File: src/rtl/cla_nibble_seq.sv
// Multi-cycle add/subtract engine: one 4-bit CLA slice walked LSB nibble
// first, with the inter-nibble carry held in a register.
module cla_nibble_seq #(
   parameter int WIDTH = 16
) (
   input  logic             clk,
   input  logic             rst_n,
   input  logic             start,
   input  logic [WIDTH-1:0] a,
   input  logic [WIDTH-1:0] b,
   input  logic             SEL,
   output logic             busy,
   output logic             done,
   output logic [WIDTH-1:0] Sum,
   output logic             Cout,
   output logic             ovf,
   output logic             zero
);

   localparam int NIB = WIDTH / 4;
   localparam int IW  = (NIB > 1) ? $clog2(NIB) : 1;

   typedef enum logic [1:0] {
      IDLE,
      RUN,
      DONE
   } state_t;

   state_t           state;
   logic [WIDTH-1:0] a_q;
   logic [WIDTH-1:0] b_q;
   logic             sel_q;
   logic             carry;
   logic [IW-1:0]    idx;

   logic [3:0]       a_n;
   logic [3:0]       b_n;
   logic [3:0]       bx;
   logic [3:0]       g;
   logic [3:0]       p;
   logic [4:0]       c;
   logic [3:0]       s;
   logic             last;

   always_comb begin
      a_n = '0;
      b_n = '0;
      for (int n = 0; n < NIB; n++) begin
         if (idx == IW'(n)) begin
            a_n = a_q[4*n +: 4];
            b_n = b_q[4*n +: 4];
         end
      end
   end

   // Subtract is A + ~B + 1; the +1 enters as the initial carry.
   assign bx = b_n ^ {4{sel_q}};
   assign g  = a_n & bx;
   assign p  = a_n ^ bx;

   always_comb begin
      c[0] = carry;
      for (int k = 0; k < 4; k++) begin
         c[k+1] = g[k] | (p[k] & c[k]);
      end
   end

   assign s    = p ^ c[3:0];
   assign last = (idx == IW'(NIB - 1));

   always_ff @(posedge clk or negedge rst_n) begin
      if (!rst_n) begin
         state <= IDLE;
         a_q   <= '0;
         b_q   <= '0;
         sel_q <= 1'b0;
         carry <= 1'b0;
         idx   <= '0;
         Sum   <= '0;
         Cout  <= 1'b0;
         ovf   <= 1'b0;
      end else begin
         case (state)
            IDLE: begin
               if (start) begin
                  a_q   <= a;
                  b_q   <= b;
                  sel_q <= SEL;
                  carry <= SEL;
                  idx   <= '0;
                  Sum   <= '0;
                  state <= RUN;
               end
            end
            RUN: begin
               for (int n = 0; n < NIB; n++) begin
                  if (idx == IW'(n)) Sum[4*n +: 4] <= s;
               end
               carry <= c[4];
               idx   <= idx + IW'(1);
               if (last) begin
                  Cout  <= c[4];
                  ovf   <= c[3] ^ c[4];
                  state <= DONE;
               end
            end
            DONE: state <= IDLE;
            default: state <= IDLE;
         endcase
      end
   end

   assign busy = (state == RUN);
   assign done = (state == DONE);
   assign zero = (Sum == '0);

endmodule

File: config.mk
export PLATFORM = sky130hd
export DESIGN_NAME = cla_nibble_seq
export DESIGN_NICKNAME = d
export VERILOG_FILES = /design/src/rtl/cla_nibble_seq.sv
export SDC_FILE = /design/constraint.sdc
export NUM_CORES = 1
export LEC_CHECK = 0
export ABC_AREA = 1
export CORE_AREA = 3 3 99 101
export DETAILED_ROUTE_END_ITERATION = 6
export DIE_AREA = 0 0 102 104
export PLACE_DENSITY = 0.51
export SLEW_MARGIN = 30
export SYNTH_ARGS = -nofsm -noshare
export SYNTH_HDL_FRONTEND = slang
export SYNTH_SLANG_ARGS = --single-unit
export TNS_END_PERCENT = 100
File: constraint.sdc
create_clock -name clk -period 4.2 [get_ports clk]
set_input_delay 1.26 -clock clk [delete_from_list [all_inputs] [get_ports clk]]
set_output_delay 1.26 -clock clk [all_outputs]
set_load 0.02 [all_outputs]
==> results.md <==
- Depth of the critical timing path with buffers and inverters included: 15
- Post-synthesis instance total: 324
- DRC violations left: 0
- Worst-case vdd ir drop: 0.276 mV
- Antenna cells: 0
- Cell leakage power: 1.66 nW
- Met2 usage: 20.3%
- Worst setup path startpoint: idx[0]
- Worst endpoint required time: 4.43 ns
- CP bufs+invs: 2
- Number of register bits inferred by synthesis: 56
- Global-route wire length before repair: 11200 microns
- Number of max-cap violations: 0
- Clock-pin transition on the worst setup and hold timing paths: 0.10 ns
- Fin Clk Skew: 0.00714 ns
- Placed Instance Area: 3320 sq um
- Worst setup SP type: flip-flop
- Areal power density over the cells: 846 nW/um^2
- Total congestion overflow: 0
- Delay contributed by the slowest stage of the critical path: 0.45 ns
- Result of the run: complete, no violations
- Max-slew violation count: 0
- Worst-case setup slack after placement: 0.542 ns
- Post-Synthesis Cell Area: 2660 sq um
- Cell at the root of the clock tree: sky130_fd_sc_hd__clkbuf_8
- Starting density of the core: 29.1%
- Destination of the worst hold path: a_q[2]
- Detail Placement HPWL: 5010 microns
- Cell depth of the worst flop-to-flop path: 15
- Resize count post-CTS: 0
- Sort of element at the end of the critical path: flip-flop
- Layout area overhead: 30.0%
- Worst r2r src: idx[0]
- Final critical path time including I/O delays and setup: 3.64 ns
- Cell-by-cell trace of the critical path: inv_1 -> ha_1 -> inv_1 -> nor2_1 -> nand2_1 -> nand2_1 -> nand2_1 -> nand2_1 -> o21ai_0 -> fa_1 -> fa_1 -> fa_1 -> fa_1 -> or2_4 -> o21ai_0
- Total of buffers placed on input and output ports: 56
- Global-route met1 utilization: 18.6%
- Num rows: 35
- Total detailed-routing wirelength: 6560 microns
- Final cell area excluding filler cells: 3450 sq um
- CTS sink cnt: 56
- Die area: 10600 sq um
- Number of nets produced by synthesis: 368
- Fmax: 275 MHz
- Count of H-tree levels built during CTS: 2
- Initial antenna violation count: 0
- Vias: 2195
- Total core area: 9110 sq um
- GRT Max-Usage Layer: met2
- Die X-Extent: 102 microns
- Min setup slack post-route: 0.557 ns
- Number of clock buffers inserted by TritonCTS: 5
- First-pass DRT Iterations: 4
- Number of global-route vias before repair: 2263
- Via-to-Cell Ratio: 4.44
- Routed WL per cell: 13.3 microns
- Critical path data arrival time: 3.87 ns
- Share of layout cells above drive strength 1: 7.05%
- Count of cell types in the netlist: 22
- Final Setup Violations: 0
- Number of warning messages in the yosys log: 0
- End of the worst register-to-register path: Sum[7]
- Part of the Yosys area used for sequential elements: 52.8%
- Syn_area_per_cell: 8.19 sq um
- Total count of hold-check failures in the final report: 0
- GPL Wtd Cong: 0.853
- FF-to-FF setup slack: 0.56 ns
- Worst Setup Path Type: reg -> reg
- Number of design-rule violations left by the first detailed-router iteration: 79
- Most used cells in the layout excluding fill and tap cells: sky130_fd_sc_hd__nand2_1 (147), sky130_fd_sc_hd__dfrtp_1 (56), sky130_fd_sc_hd__clkdlybuf4s50_1 (55)
- Global-route track usage on met3: 2.88%
- Clock tree from TritonCTS: yes
- Final net count: 426
- Max FO, Critical Path: 7
- Worst Hold Depth: 2
- Num ports: 57
- CP delay by family, top: adder cells
- Largest net degree at the start of global routing: 38
- Critical hold path startpoint: a_q[2]
- Insertion delay of the later-clocked pin in the worst-skew pair: 0.31 ns
- Detail Route Antenna Nets: 0
- Buffers inserted during post-CTS setup optimization: 0
- Unrepaired setup endpoints after global routing: false
- Critical-path top delay cell: sky130_fd_sc_hd__fa_1
- Global routing usage summed across all routing layers: 13.2%
- Class of the worst hold path: reg -> reg
- Most common library cell in the layout ignoring fill and taps: sky130_fd_sc_hd__nand2_1
- Final sum of negative setup slack: 0 ns
- Relative max-transition margin: 61.9%
- Measured slew at the worst slew-check pin: 0.570 ns
- Chip height: 104 microns
- Hold buffer count at CTS: 0
- Max Root-Sink Buffers: 2
- Final worst path period share: 86.7%
- Fraction of the core area covered by cells at the end of the flow: 37.9%
-- per-stage QoR --
| stage | power, mW | hold WS [ns] | cells |
|---|---|---|---|
| after floorplan | 2.07 | 0.441 | 324 |
| after global placement | 2.60 | 0.473 | 485 |
| after detailed placement | 2.61 | 0.470 | 485 |
| after CTS | 2.98 | 0.496 | 493 |
| after global routing | 3.27 | 0.518 | 494 |
| final | 2.92 | 0.494 | 494 |
-- how the worst max path moves through the flow --
stage	to	slack, ns
3_3_place_gp	Sum[11]	0.65
4_1_cts	Sum[7]	0.52
2_1_floorplan	Sum[11]	0.87
3_5_place_dp	Sum[7]	0.54
6_report	Sum[7]	0.56
5_1_grt	Sum[3]	0.26
-- Yosys cell counts --
cell                       number  share of area (%)
sky130_fd_sc_hd__fa_1           4                3.0
sky130_fd_sc_hd__nand2_1      147                 21
sky130_fd_sc_hd__or2_2          4               0.94
sky130_fd_sc_hd__nand3_1        9                1.7
sky130_fd_sc_hd__nand2_2        1               0.24
sky130_fd_sc_hd__buf_4          4                1.1
sky130_fd_sc_hd__a21oi_1       16                3.0
sky130_fd_sc_hd__xnor2_1        1               0.33
sky130_fd_sc_hd__nor2_4         1               0.42
sky130_fd_sc_hd__o211ai_1       1               0.28
sky130_fd_sc_hd__inv_1         14                2.0
sky130_fd_sc_hd__clkbuf_1       1               0.14
sky130_fd_sc_hd__inv_2          2               0.28
sky130_fd_sc_hd__or2_4          4                1.3
sky130_fd_sc_hd__o21ai_0       25                4.7
sky130_fd_sc_hd__nor2_2         1               0.24
sky130_fd_sc_hd__a22oi_1        2               0.57
sky130_fd_sc_hd__dfrtp_1       56                 53
sky130_fd_sc_hd__nand4_1        2               0.47
sky130_fd_sc_hd__buf_2          5               0.94
sky130_fd_sc_hd__ha_1           4                1.9
sky130_fd_sc_hd__nor2_1        20                2.8
-- routing by layer --
layer / share of wire [%] / vias up / wire (microns)
li1: - / 1129 / -
met1: 49 / 1008 / 3200
met2: 45 / 47 / 2940
met3: 4.7 / 11 / 306
met4: 1.8 / 0 / 118
met5: 0 / - / 0
-- power breakdown --
| part | total, mW | internal (mW) | leakage, nW | switching [mW] |
|---|---|---|---|---|
| Combinational | 1.60 | 0.679 | 0.911 | 0.920 |
| Sequential | 0.970 | 0.796 | 0.698 | 0.174 |
| Clock | 0.353 | 0.177 | 0.0541 | 0.177 |
-- sequential cells by signal (all words and copies together) (netlist names) --
name   flops
Cout       1
sel_q      1
b_q       16
state      2
ovf        1
a_q       16
carry      1
idx        2
Sum       16
-- worst register-to-register path, delay by kind of cell, from the launching register on --
family,cells,cell delay [ns]
adder cells (fa/ha/maj),5,1.99
AND/OR/NAND/NOR,6,0.68
flip-flops,1,0.43
AO/OA/AOI/OAI,2,0.28
buffers and inverters,2,0.18
-- kinds of logic (layout without fill, tap and decap cells) --
group                    count (synthesis)  count (layout)  synth area share, %
buffers and inverters                   26              85                 4.48
flip-flops                              56              56                 52.8
adder cells (fa/ha/maj)                  8               8                 4.90
AND/OR/NAND/NOR                        189             189                 28.9
XOR/XNOR                                 1               1                0.330
AO/OA/AOI/OAI                           44              44                 8.58
-- layout make-up --
| cell class | count | area [sq um] |
|---|---|---|
| clock buffer | 5 | 68.8 |
| timing repair buffer | 61 | 606 |
| sequential | 56 | 1400 |
| clock inverter | 3 | 42.5 |
| multi-input combinational | 242 | 1130 |
| inverter | 16 | 60.1 |
| tap | 111 | 139 |
| fill | 961 | 5660 |
(Power assumes the default switching activity.)
